<file path="src/rtl/mc_pkg.sv">
// Shared encodings for the multi-cycle MIPS control slice: states, ALU codes,
// opcode/funct constants, datapath select encodings and the control bundle.
package mc_pkg;

  typedef logic [3:0] state_t;

  localparam state_t S_IDLE     = 4'd0;
  localparam state_t S_FETCH    = 4'd1;
  localparam state_t S_DECODE   = 4'd2;
  localparam state_t S_EXEC_R   = 4'd3;
  localparam state_t S_WB_R     = 4'd4;
  localparam state_t S_EXEC_I   = 4'd5;
  localparam state_t S_WB_I     = 4'd6;
  localparam state_t S_MEM_ADDR = 4'd7;
  localparam state_t S_MEM_RD   = 4'd8;
  localparam state_t S_WB_MEM   = 4'd9;
  localparam state_t S_MEM_WR   = 4'd10;
  localparam state_t S_BRANCH   = 4'd11;
  localparam state_t S_JUMP     = 4'd12;
  localparam state_t S_ILL      = 4'd13;
  localparam state_t S_HALT     = 4'd14;

  localparam logic [2:0] ALU_ADD = 3'd0;
  localparam logic [2:0] ALU_SUB = 3'd1;
  localparam logic [2:0] ALU_OR  = 3'd2;
  localparam logic [2:0] ALU_AND = 3'd3;
  localparam logic [2:0] ALU_SLT = 3'd4;
  localparam logic [2:0] ALU_LUI = 3'd5;

  localparam logic [5:0] OP_RTYPE = 6'h00;
  localparam logic [5:0] OP_J     = 6'h02;
  localparam logic [5:0] OP_BEQ   = 6'h04;
  localparam logic [5:0] OP_ORI   = 6'h0d;
  localparam logic [5:0] OP_LUI   = 6'h0f;
  localparam logic [5:0] OP_LW    = 6'h23;
  localparam logic [5:0] OP_SW    = 6'h2b;

  localparam logic [5:0] FN_ADDU = 6'h21;
  localparam logic [5:0] FN_SUBU = 6'h23;
  localparam logic [5:0] FN_SLT  = 6'h2a;

  localparam logic [1:0] PC_SRC_ALU = 2'd0;
  localparam logic [1:0] PC_SRC_BR  = 2'd1;
  localparam logic [1:0] PC_SRC_JMP = 2'd2;

  localparam logic [1:0] SRCB_RT     = 2'd0;
  localparam logic [1:0] SRCB_4      = 2'd1;
  localparam logic [1:0] SRCB_IMM    = 2'd2;
  localparam logic [1:0] SRCB_IMM_SH = 2'd3;

  typedef struct packed {
    logic       pc_write;
    logic [1:0] pc_src;
    logic       ir_write;
    logic       reg_dst;
    logic       mem_to_reg;
    logic       reg_write;
    logic       mem_read;
    logic       mem_write;
    logic       alu_src_a;
    logic [1:0] alu_src_b;
    logic [2:0] alu_op;
    logic       ext_op;
  } ctrl_t;

endpackage

</file>
<file path="src/rtl/mc_alu_dec.sv">
// R-type funct decoder: ALU operation plus a flag saying the funct is supported.
module mc_alu_dec
  import mc_pkg::*;
(
  input  logic [5:0] funct,
  output logic [2:0] alu_op,
  output logic       valid
);

  always_comb begin
    alu_op = ALU_ADD;
    valid  = 1'b1;
    case (funct)
      FN_ADDU: alu_op = ALU_ADD;
      FN_SUBU: alu_op = ALU_SUB;
      FN_SLT:  alu_op = ALU_SLT;
      default: valid  = 1'b0;
    endcase
  end

endmodule

</file>
<file path="src/rtl/mc_ctrl.sv">
// Multi-cycle MIPS control FSM with retired-instruction counter.
// Define MC_MEM_WAIT_EN to stall FETCH/MEM_RD/MEM_WR until mem_ready.
module mc_ctrl
  import mc_pkg::*;
#(
  parameter int unsigned CNT_W           = 32,
  parameter bit          HALT_ON_ILLEGAL = 1'b1
) (
  input  logic             clk,
  input  logic             rst,
  input  logic [5:0]       opcode,
  input  logic [5:0]       funct,
  input  logic             zero,
  input  logic             mem_ready,
  output logic             pc_write,
  output logic [1:0]       pc_src,
  output logic             ir_write,
  output logic             reg_dst,
  output logic             mem_to_reg,
  output logic             reg_write,
  output logic             mem_read,
  output logic             mem_write,
  output logic             alu_src_a,
  output logic [1:0]       alu_src_b,
  output logic [2:0]       alu_op,
  output logic             ext_op,
  output logic             illegal,
  output logic [CNT_W-1:0] instr_cnt
);

  state_t           state_q, state_d;
  logic             is_lw_q, is_lw_d;
  logic             is_lui_q, is_lui_d;
  logic             illegal_q, illegal_d;
  logic [CNT_W-1:0] cnt_q, cnt_d;
  logic             retire;
  logic             mem_go;
  logic [2:0]       fn_op;
  logic             fn_vld;
  ctrl_t            ctl;

`ifdef MC_MEM_WAIT_EN
  assign mem_go = mem_ready;
`else
  // mem_ready has no effect in this build
  assign mem_go = 1'b1 | mem_ready;
`endif

  mc_alu_dec u_alu_dec (
    .funct  (funct),
    .alu_op (fn_op),
    .valid  (fn_vld)
  );

  always_comb begin
    state_d   = state_q;
    is_lw_d   = is_lw_q;
    is_lui_d  = is_lui_q;
    illegal_d = illegal_q;
    retire    = 1'b0;
    case (state_q)
      S_IDLE:  state_d = S_FETCH;
      S_FETCH: if (mem_go) state_d = S_DECODE;
      S_DECODE: begin
        // opcode is only guaranteed stable here, so remember what later states need
        is_lw_d  = (opcode == OP_LW);
        is_lui_d = (opcode == OP_LUI);
        case (opcode)
          OP_RTYPE:     state_d = fn_vld ? S_EXEC_R : S_ILL;
          OP_LW, OP_SW: state_d = S_MEM_ADDR;
          OP_BEQ:       state_d = S_BRANCH;
          OP_J:         state_d = S_JUMP;
          OP_ORI,
          OP_LUI:       state_d = S_EXEC_I;
          default:      state_d = S_ILL;
        endcase
      end
      S_EXEC_R:   state_d = S_WB_R;
      S_EXEC_I:   state_d = S_WB_I;
      S_MEM_ADDR: state_d = is_lw_q ? S_MEM_RD : S_MEM_WR;
      S_MEM_RD:   if (mem_go) state_d = S_WB_MEM;
      S_WB_R, S_WB_I, S_WB_MEM, S_BRANCH, S_JUMP: begin
        state_d = S_FETCH;
        retire  = 1'b1;
      end
      S_MEM_WR: if (mem_go) begin
        state_d = S_FETCH;
        retire  = 1'b1;
      end
      S_ILL: begin
        illegal_d = 1'b1;
        if (HALT_ON_ILLEGAL) state_d = S_HALT;
        else begin
          state_d = S_FETCH;
          retire  = 1'b1;
        end
      end
      S_HALT:  state_d = S_HALT;
      default: state_d = S_IDLE;
    endcase
  end

  assign cnt_d = retire ? cnt_q + CNT_W'(1) : cnt_q;

  always_comb begin
    ctl = '0;
    case (state_q)
      S_FETCH: begin
        ctl.mem_read  = 1'b1;
        ctl.ir_write  = mem_go;
        ctl.pc_write  = mem_go;
        ctl.alu_src_b = SRCB_4;
        ctl.alu_op    = ALU_ADD;
      end
      S_DECODE: begin
        ctl.alu_src_b = SRCB_IMM_SH;
        ctl.alu_op    = ALU_ADD;
        ctl.ext_op    = 1'b1;
      end
      S_EXEC_R: begin
        ctl.alu_src_a = 1'b1;
        ctl.alu_src_b = SRCB_RT;
        ctl.alu_op    = fn_op;
      end
      S_EXEC_I: begin
        ctl.alu_src_a = 1'b1;
        ctl.alu_src_b = SRCB_IMM;
        ctl.alu_op    = is_lui_q ? ALU_LUI : ALU_OR;
      end
      S_WB_R: begin
        ctl.reg_dst   = 1'b1;
        ctl.reg_write = 1'b1;
      end
      S_WB_I: ctl.reg_write = 1'b1;
      S_MEM_ADDR: begin
        ctl.alu_src_a = 1'b1;
        ctl.alu_src_b = SRCB_IMM;
        ctl.alu_op    = ALU_ADD;
        ctl.ext_op    = 1'b1;
      end
      S_MEM_RD: ctl.mem_read = 1'b1;
      S_WB_MEM: begin
        ctl.mem_to_reg = 1'b1;
        ctl.reg_write  = 1'b1;
      end
      S_MEM_WR: ctl.mem_write = mem_go;
      S_BRANCH: begin
        ctl.alu_src_a = 1'b1;
        ctl.alu_src_b = SRCB_RT;
        ctl.alu_op    = ALU_SUB;
        ctl.pc_src    = PC_SRC_BR;
        ctl.pc_write  = zero;
      end
      S_JUMP: begin
        ctl.pc_src   = PC_SRC_JMP;
        ctl.pc_write = 1'b1;
      end
      default: ctl = '0;
    endcase
  end

  always_ff @(posedge clk or negedge rst) begin
    if (!rst) begin
      state_q   <= S_IDLE;
      is_lw_q   <= 1'b0;
      is_lui_q  <= 1'b0;
      illegal_q <= 1'b0;
      cnt_q     <= '0;
    end else begin
      state_q   <= state_d;
      is_lw_q   <= is_lw_d;
      is_lui_q  <= is_lui_d;
      illegal_q <= illegal_d;
      cnt_q     <= cnt_d;
    end
  end

  assign pc_write   = ctl.pc_write;
  assign pc_src     = ctl.pc_src;
  assign ir_write   = ctl.ir_write;
  assign reg_dst    = ctl.reg_dst;
  assign mem_to_reg = ctl.mem_to_reg;
  assign reg_write  = ctl.reg_write;
  assign mem_read   = ctl.mem_read;
  assign mem_write  = ctl.mem_write;
  assign alu_src_a  = ctl.alu_src_a;
  assign alu_src_b  = ctl.alu_src_b;
  assign alu_op     = ctl.alu_op;
  assign ext_op     = ctl.ext_op;
  assign illegal    = illegal_q;
  assign instr_cnt  = cnt_q;

endmodule

</file>
<file path="config.mk">
export PLATFORM = sky130hd
export DESIGN_NAME = mc_ctrl
export DESIGN_NICKNAME = d
export VERILOG_FILES = /design/src/rtl/mc_pkg.sv /design/src/rtl/mc_alu_dec.sv /design/src/rtl/mc_ctrl.sv
export SDC_FILE = /design/constraint.sdc
export NUM_CORES = 1
export LEC_CHECK = 0
export ABC_AREA = 1
export ABC_CLOCK_PERIOD_IN_PS = 3400
export CAP_MARGIN = 40
export CELL_PAD_IN_SITES_DETAIL_PLACEMENT = 1
export CELL_PAD_IN_SITES_GLOBAL_PLACEMENT = 2
export CORE_MARGIN = 4
export CORE_UTILIZATION = 29
export CTS_CLUSTER_DIAMETER = 50
export DETAILED_ROUTE_END_ITERATION = 10
export GPL_TIMING_DRIVEN = 0
export PLACE_DENSITY_LB_ADDON = 0.1
export SKIP_LAST_GASP = 1
export SLEW_MARGIN = 15
export SYNTH_ARGS = -nofsm -noshare
export SYNTH_HDL_FRONTEND = slang
export SYNTH_SLANG_ARGS = --single-unit
</file>
<file path="constraint.sdc">
create_clock -name clk -period 3.4 [get_ports clk]
set_input_delay 0.85 -clock clk [delete_from_list [all_inputs] [get_ports clk]]
set_output_delay 0.85 -clock clk [all_outputs]
set_load 0.02 [all_outputs]
</file>
==> results.md, run 1 <==
- Run status: completed
- Total negative setup slack: 0 ns
- Slew @ Worst Pin: 0.3817 ns
- First-pass GRT wire length: roughly 15,000 um
- Post-synth top area cell: dfrtp_1
- Crit. End Element: output port
- Port buffer count: 63
- Max Fclk: 307.7 MHz
- Max Root-Sink Buffers: 2
- RSZ-0062 raised after global routing: false
- DR iter-0 viols: 70
- Sequential cell area: a little under 1000 um2
- Clock Latency Late Sink: a little under 0.3 ns
- Fillcell total: ~1,200
- Clock transition at path regs: roughly 0.080 ns
- Post-DR vias/cell: 4.485
- Via count: between 2,000 and 3,000
- Setup Crit Path Kind: input port to output port
- Clock sinks: 39
- Crit path arrival time: 2.40 ns
- Setup Buffers After CTS: 0
- Share of layout cells above drive strength 1: 0.07028
- # diodes: 0
- WL per Instance: between 10 and 15 um
- Htree depth: 2
- Worst-path fanout max: 3
- Reg2reg path depth: 8
- Die H: roughly 110 um
- Total die area: approximately 11,000 um2
- Total power: approximately 1.8 mW
- Hold-fix buffers at CTS: 0
- Synthesized area: approximately 2800 um2
- Fin crit period: 3.250 ns
- Num ports: between 60 and 70
- MaxCap Viol Count: 0
- Final Setup Violations: 0
- Antenna violations before repair: 0
- Total grt overflow: 0
- Final #Nets: 514
- Synthesis Warnings: 0
- Syn_nets: between 400 and 500
- CTS root buffer: clkbuf_8
- P_leak: between 1.5 and 2 nW
- HP Class: input port to async pin
- Fin Clk Skew: between 0.004 and 0.005 ns
- Post-CTS Resized: 0
- WL final: between 8000 and 9000 um
- R2R setup slack: 1.65 ns
- Rel. slew slack: 0.7446
- Seq/Total Area, Yosys: 0.3521
- Final Hold Violating Endpoints: 0
- Core Area: between 9000 and 10,000 um2
- Worst r2r src: instr_cnt[1]
- DRT Pass-1 Iters: 4
- Final HPWL DP: a little over 7000 um
- Vias in the first global route: 2,941
- Area delta synth->final: 32.19%
- Worst vdd ir: around 0.26 mV
- Post-synthesis register bit count: 39
- Pwr Density: 503.4 nW/um2
- Syn avg cell area: 6.506 um2
- Final ANT Viol Nets: 0
- Yosys cell types: 28
- CTS Buf Count: 5
- FF-to-FF End: instr_cnt[22]
- Data required, critical path: about 2.6 ns
- Core Rows: 35
- Period utilization: 0.9558
- Largest net degree at the start of global routing: 31
- Synth top area share: 0.3521
- DIE WIDTH: approximately 110 um
- GPL Wtd Cong: 0.7770
- Synth Instances: ~430
- Initial core utilization: 0.2985
- Area of the multi-input gates: 1554 um2
- Gr usage total: 0.1639
- Crit path launch type: input port
- TritonCTS clock tree: done
- Synth area leaders: dfrtp_1 (35%), nand2_1 (22%), nor2_1 (10%)
- Residual DRC: 0
- Slew Viols, Final: 0
-- registers in the layout, indices dropped and copies added (netlist names) --
name / cells
is_lw_q: 1
instr_cnt: 32
illegal: 1
is_lui_q: 1
state_q: 4
-- worst max-delay path by stage --
stage	start	end	slack [ns]
after floorplan	funct[5]	alu_op[2]	0.98
after global placement	funct[5]	alu_op[0]	0.14
after detailed placement	funct[1]	alu_op[2]	0.12
after CTS	funct[1]	alu_op[2]	0.12
after global routing	funct[1]	alu_op[2]	0.01
final	funct[1]	alu_op[2]	0.15
-- cell usage after synthesis (all sizes together) --
| cell | instances |
|---|---|
| nand2 | 168 |
| nor2 | 86 |
| inv | 56 |
| dfrtp | 39 |
| nand3 | 32 |
| nand4 | 9 |
| o21ai | 7 |
| xnor2 | 7 |
| xor2 | 7 |
| nand3b | 4 |
| buf | 3 |
| a21oi | 1 |
| and2 | 1 |
| clkinv | 1 |
| ha | 1 |
| o21bai | 1 |
| o221ai | 1 |
| o22ai | 1 |
| o31ai | 1 |
-- area by class of cell --
| class | instances | area share |
|---|---|---|
| Multi-Input combinational cell | 327 | 0.4242 |
| Timing Repair Buffer | 64 | 0.1762 |
| Buffer | 3 | 0.007514 |
| Sequential cell | 39 | 0.2664 |
| Tap cell | 129 | 0.04406 |
| Inverter | 57 | 0.05840 |
| Clock inverter | 2 | 0.003415 |
| Clock buffer | 6 | 0.01981 |
-- layer usage --
metal | track usage | share of wire
met5 | 0 | 0
met1 | 0.2351 | 0.51
met2 | 0.2641 | 0.45
met3 | 0.02449 | 0.029
met4 | 0.02775 | 0.0088
-- worst max-delay path, stage by stage --
cell and delay (ns):
clkdlybuf4s50_1 0.48, inv_1 0.05, nor2_1 0.09, nand3_1 0.12
o21ai_0 0.18, clkdlybuf4s50_1 0.63
-- report_power, final --
| group | internal (mW) | switching (mW) |
|---|---|---|
| registers | 0.521 | 0.0868 |
| logic | 0.349 | 0.569 |
| clock network | 0.144 | 0.175 |
-- per-stage QoR --
stage          worst slack, ns  instances  utilization  instance area (um2)  hold slack, ns
2_1_floorplan           0.9759        426            -                 2771          0.4527
3_3_place_gp            0.1401        618       0.3838                 3563          0.4928
3_5_place_dp            0.1162        619       0.3854                 3578          0.4931
4_1_cts                 0.1162        627       0.3946                 3664          0.4117
5_1_grt                0.01192        627       0.3946                 3664          0.4126
6_report                0.1503        627       0.3946                 3664          0.4116
-- placed cells by master, fill, tap and decap left out, drive strengths merged --
cell type and n:
nand2 168, nor2 86, clkdlybuf4s50 62, inv 56, dfrtp 39, nand3 32
nand4 9, o21ai 7, xor2 7, xnor2 7, clkbuf 6, buf 5
nand3b 4, clkinv 2, o22ai 1, o221ai 1, o31ai 1, o21bai 1
a21oi 1, and2 1, ha 1, clkinvlp 1
-- cell families after synthesis --
| kind of cell | synth area share |
|---|---|
| and+or+nand+nor | 0.4758 |
| buffers and inverters | 0.08713 |
| DFF | 0.3521 |
| xor gates and xnor gates | 0.05508 |
| AOI/OAI and AO/OA | 0.02528 |
| adders and majority gates | 0.004514 |
Note: power is estimated with default switching activity, not from simulation.
==> inputs of run 2 (changes only) <==
--- a/config.mk
+++ b/config.mk
@@ -10,8 +10,10 @@
 export CAP_MARGIN = 40
 export CELL_PAD_IN_SITES_DETAIL_PLACEMENT = 1
 export CELL_PAD_IN_SITES_GLOBAL_PLACEMENT = 2
+export CORE_ASPECT_RATIO = 0.75
 export CORE_MARGIN = 4
 export CORE_UTILIZATION = 29
+export CTS_BUF_LIST = sky130_fd_sc_hd__clkbuf_16
 export CTS_CLUSTER_DIAMETER = 50
 export DETAILED_ROUTE_END_ITERATION = 10
 export GPL_TIMING_DRIVEN = 0
==> run 2 against run 1 <==
Net effect: design area is 1.5% higher; largest power group unchanged; critical path depth is 2 lower; clock power is 43% higher.
==> results.md, run 2 (same netlist as run 1, synthesis figures left out) <==
- Run status: completed
- DRT Pass-1 Iters: 4 (unchanged)
- WL per Instance: 14.29 um (+3.7%)
- Commonest non-fill, non-tap cell in the layout: nand2_1
- Placed insts: 618 (-0.16%)
- Crit path launch type: flip-flop
- Max Fclk: 338.1 MHz (+9.9%)
- Antenna violations before repair: 0 (unchanged)
- Clock Latency Late Sink: 0.29 ns (about the same)
- Hold-fix buffers at CTS: 0 (unchanged)
- Period utilization: 0.8699 (-0.08586)
- Final Hold Violating Endpoints: 0 (unchanged)
- Num ports: 65 (unchanged)
- FF-to-FF End: instr_cnt[22]
- Sequential cell area: 975.9 um2 (unchanged)
- Core Rows: 30 (-14%)
- Fillcell total: 1,207 (-3.1%)
- Final worst setup slack: 0.4422 ns (+0.2919 ns)
- Total grt overflow: 0 (unchanged)
- Crit path arrival time: 2.11 ns (-0.29 ns)
- Area post-placement: 3577 um2 (about the same)
- Fin Clk Skew: 0.005680 ns (+0.0007888 ns)
- GPL Wtd Cong: 0.8209 (+5.6%)
- Crit. End Element: output port
- Setup Buffers After CTS: 0 (unchanged)
- Setup Crit Path Kind: flip-flop to output port
- Worst path bufs/invs: 1 (-2)
- Residual DRC: 0 (unchanged)
- Core Area: 9196 um2 (-0.94%)
- CTS Buf Count: 5 (unchanged)
- Largest net degree at the start of global routing: 31 (unchanged)
- Die H: 92.66 um (-12%)
- TritonCTS clock tree: done
- Area delta synth->final: 34.18%
- Data required, critical path: 2.55 ns (about the same)
- Port buffer count: 63 (unchanged)
- Post-place setup slack: 0.1010 ns (-0.01520 ns)
- Most frequent cells in the layout: nand2_1 (161), nor2_1 (77), clkdlybuf4s50_1 (60)
- Rel. slew slack: 0.7316 (-0.01301)
- MaxCap Viol Count: 0 (unchanged)
- Final #Nets: 514 (unchanged)
- P_leak: 1.774 nW (+3.9%)
- Area of the multi-input gates: 1554 um2 (unchanged)
- Post-CTS Resized: 0 (unchanged)
- RSZ-0062 raised after global routing: false
- Slew @ Worst Pin: 0.4011 ns (+0.01945 ns)
- Hold Slack: 0.4267 ns (+0.01506 ns)
- Max Root-Sink Buffers: 2 (unchanged)
- CTS root buffer: clkbuf_16
- DIE WIDTH: 120.9 um (+14%)
- Fin crit period: 2.958 ns (-0.2919 ns)
- DR iter-0 viols: 94 (+34%)
- Final instance area: 3719 um2 (+1.5%)
- Slew Viols, Final: 0 (unchanged)
- Total negative setup slack: 0 ns (unchanged)
- Worst-path cell chain: nor2_1, nand2_1, nand3_1, clkdlybuf4s50_1
- Crit-path leading delay family: simple AND/OR/NAND/NOR gates
- Worst vdd ir: 0.2629 mV (+2.1%)
- Final Setup Violations: 0 (unchanged)
- Pwr Density: 531.9 nW/um2 (+5.7%)
- # diodes: 0 (unchanged)
- CP max stage delay: 0.61 ns (-0.02 ns)
- Initial core utilization: 0.3014 (+0.002843)
- Reg2reg path depth: 8 (unchanged)
- R2R setup slack: 1.57 ns (-0.08 ns)
- Final HPWL DP: 7398 um (+4.6%)
- Slowest CP cell: clkdlybuf4s50_1
- Vias in the first global route: 2,879 (-2.1%)
- Via count: 2,806 (-0.21%)
- Gr usage total: 0.1689 (+0.005031)
- Max reg flops: 32 (unchanged)
- Post-DR vias/cell: 4.482 (about the same)
- Total die area: 11,200 um2 (+0.15%)
- Clock sinks: 39 (unchanged)
- WL final: 8948 um (+3.5%)
- Htree depth: 2 (unchanged)
- Clock transition at path regs: 0.06 ns (-0.02 ns)
- Worst-path fanout max: 8 (+5)
- Cell Count, Final, Fillers Out: 626 (-0.16%)
- First-pass GRT wire length: 15,010 um (+1.1%)
- Worst r2r src: instr_cnt[1]
- Final ANT Viol Nets: 0 (unchanged)
- HP Class: input port to async pin
- Share of layout cells above drive strength 1: 0.06627 (-0.004016)
[run 2: cell types whose count changed in the layout (fill, tap and decap cells not counted), moves of 2 or more]
cell and change:
clkbuf_16 +5, clkinv_1 +2, clkdlybuf4s50_1 -2, clkbuf_8 -5
dlymetal6s2s_1 +2
[run 2: cell type report]
cell class,instances,area share
inverter,57,0.05754
sequential,39,0.2624
tap,128,0.04307
multi-input combinational,327,0.4179
clock inverter,3,0.003028
timing repair buffer,64,0.1750
clock buffer,5,0.03365
buffer,3,0.007402
[run 2: metal layers]
metal	up-vias	GRT usage	wire, um
met4	0	0.02547	52
li1	1453	-	-
met3	6	0.03358	255
met2	37	0.2413	3658
met5	-	0	0
met1	1310	0.2638	4981
[run 2: worst max path at each step]
stage                    start            to  cells after the start
finish              state_q[3]  alu_src_b[1]                      4
global route        state_q[3]  alu_src_b[1]                      4
CTS                   funct[1]     alu_op[2]                      6
detailed placement    funct[1]     alu_op[2]                      6
global placement      funct[5]     alu_op[0]                      6
floorplan             funct[5]     alu_op[2]                      4
[run 2: through the flow]
stage | total power, mW | utilization
2_1_floorplan | 1.150 | -
3_3_place_gp | 1.536 | 0.3873
3_5_place_dp | 1.544 | 0.3890
4_1_cts | 2.007 | 0.4038
5_1_grt | 2.105 | 0.4044
6_report | 1.978 | 0.4044
[run 2: where the power goes]
part / total, mW / internal, mW / switching (mW)
clock: 0.456 / 0.264 / 0.191
sequential: 0.608 / 0.522 / 0.0857
combinational: 0.915 / 0.348 / 0.567
total: 1.98 / 1.13 / 0.843
==> inputs of run 3 (changes only) <==
--- a/config.mk
+++ b/config.mk
@@ -14,10 +14,10 @@
 export CORE_MARGIN = 4
 export CORE_UTILIZATION = 29
 export CTS_BUF_LIST = sky130_fd_sc_hd__clkbuf_16
-export CTS_CLUSTER_DIAMETER = 50
 export DETAILED_ROUTE_END_ITERATION = 10
 export GPL_TIMING_DRIVEN = 0
 export PLACE_DENSITY_LB_ADDON = 0.1
+export SETUP_SLACK_MARGIN = 0.3
 export SKIP_LAST_GASP = 1
 export SLEW_MARGIN = 15
 export SYNTH_ARGS = -nofsm -noshare
==> run 3 against run 2 <==
Net effect: core utilization down 0.16 points; cell count unchanged; wire length about the same; count of clock-buffer cells in the layout unchanged; register-to-register slack about the same; largest cell class unchanged.
==> results.md, run 3 (same netlist as run 1, synthesis figures left out) <==
- Run status: completed
- Period utilization: 0.8674 (-0.002510)
- Total power: 1.975 mW (-0.14%)
- Core Area: 9196 um2 (unchanged)
- Data required, critical path: 2.55 ns (about the same)
- Hold-fix buffers at CTS: 0 (unchanged)
- TritonCTS clock tree: done
- Max Fclk: 339.1 MHz (+0.29%)
- DR iter-0 viols: 100 (+6.4%)
- Rel. slew slack: 0.7316 (unchanged)
- Htree depth: 2 (unchanged)
- Final Setup Violations: 0 (unchanged)
- DIE WIDTH: 120.9 um (unchanged)
- Share of layout cells above drive strength 1: 0.07028 (+0.004016)
- GPL Wtd Cong: 0.8209 (unchanged)
- Clock Latency Late Sink: 0.28 ns (about the same)
- Clock sinks: 39 (unchanged)
- Slew Viols, Final: 0 (unchanged)
- Fin crit period: 2.949 ns (-0.008533 ns)
- Total die area: 11,200 um2 (unchanged)
- Area delta synth->final: 33.63%
- # diodes: 0 (unchanged)
- Most frequent cells in the layout: nand2_1 (161), nor2_1 (77), clkdlybuf4s50_1 (60)
- Max Root-Sink Buffers: 2 (unchanged)
- CTS root buffer: clkbuf_16
- Via count: 2,797 (-0.32%)
- Setup Crit Path Kind: flip-flop to output port
- HP Class: input port to async pin
- Final Hold Violating Endpoints: 0 (unchanged)
- Final worst setup slack: 0.4508 ns (+0.008533 ns)
- Clock transition at path regs: 0.06 ns (about the same)
- Total negative setup slack: 0 ns (unchanged)
- Port buffer count: 63 (unchanged)
- DRT Pass-1 Iters: 4 (unchanged)
- Core Rows: 30 (unchanged)
- Num ports: 65 (unchanged)
- P_leak: 1.739 nW (-1.9%)
- Gr usage total: 0.1689 (unchanged)
- Slew @ Worst Pin: 0.4011 ns (unchanged)
- Crit path launch type: flip-flop
- Initial core utilization: 0.3014 (unchanged)
- Final HPWL DP: 7398 um (unchanged)
- Max reg flops: 32 (unchanged)
- Die H: 92.66 um (unchanged)
- Pwr Density: 533.3 nW/um2 (+0.27%)
- Cell Count, Final, Fillers Out: 626 (unchanged)
- WL final: 8952 um (about the same)
- CTS Buf Count: 5 (unchanged)
- First-pass GRT wire length: 15,010 um (unchanged)
- Crit. End Element: output port
- Total grt overflow: 0 (unchanged)
- WL per Instance: 14.30 um (about the same)
- Post-DR vias/cell: 4.468 (-0.32%)
- Commonest non-fill, non-tap cell in the layout: nand2_1
- Placed insts: 618 (unchanged)
- Final ANT Viol Nets: 0 (unchanged)
- Crit path arrival time: 2.10 ns (about the same)
- Final Core Density: 0.4027 (-0.001633)
- Final #Nets: 514 (unchanged)
- Worst-path fanout max: 8 (unchanged)
- MaxCap Viol Count: 0 (unchanged)
- Antenna violations before repair: 0 (unchanged)
- Post-place setup slack: 0.1010 ns (unchanged)
- Largest net degree at the start of global routing: 31 (unchanged)
- RSZ-0062 raised after global routing: false
- Worst vdd ir: 0.2629 mV (unchanged)
- Fin Clk Skew: 0.004833 ns (-0.0008468 ns)
- Vias in the first global route: 2,879 (unchanged)
- Residual DRC: 0 (unchanged)
==> run 3: changes by cell type in the layout (fill, tap and decap cells not counted) <==
cell            previous run  this run
clkbuf_2                   0         2
dlymetal6s2s_1             2         0
==> run 3: routing by layer <==
metal | vias up | GRT usage | share of wire
li1 | 1451 | - | -
met1 | 1305 | 0.2638 | 0.56
met2 | 35 | 0.2413 | 0.41
met3 | 6 | 0.03358 | 0.028
met4 | 0 | 0.02547 | 0.0058
met5 | - | 0 | 0
==> run 3: critical path: stages, from the launching register on <==
cell and delay (ns):
dfrtp_1 0.45, nor2_1 0.30, nand2_1 0.29, nand3_1 0.16, clkdlybuf4s50_1 0.61
==> run 3: worst paths after layout <==
check / from / end / slack, ns / cells past startpoint
worst max-delay path: state_q[3] / alu_src_b[1] / 0.45 / 4
worst min register to register: illegal / illegal / 0.49 / 1
max in group asynchronous: rst / instr_cnt[27] / 2.51 / 2
min in group clk: illegal / illegal / 0.49 / 1
worst min-delay path: rst / state_q[0] / 0.43 / 1
worst max register to register: instr_cnt[1] / instr_cnt[22] / 1.57 / 8
==> run 3: power by group <==
group	leakage [nW]	switching, mW	internal, mW
clock	0.0701	0.190	0.264
combinational	1.14	0.566	0.347
sequential	0.527	0.0857	0.522
==> run 3: timing repair <==
| item | 4_1_cts | 5_1_grt |
|---|---|---|
| setup buffers | 0 | 0 |
| setup endpoints to repair | 2 | 2 |
| resized for setup | 2 | 6 |
==> run 3: metrics by stage <==
| stage | hold WS [ns] | area [um2] |
|---|---|---|
| after floorplan | 0.4527 | 2771 |
| after global placement | 0.4587 | 3562 |
| after detailed placement | 0.4702 | 3577 |
| after CTS | 0.4392 | 3711 |
| after global routing | 0.4493 | 3704 |
| final | 0.4277 | 3704 |
==> run 3: layout make-up <==
cell class                 instances  area [um2]
fill                            1207        5493
multi-input combinational        327        1554
sequential                        39       975.9
timing repair buffer              64       635.6
inverter                          57       214.0
tap                              128       160.2
clock buffer                       5       125.1
buffer                             3       27.53
clock inverter                     3       11.26
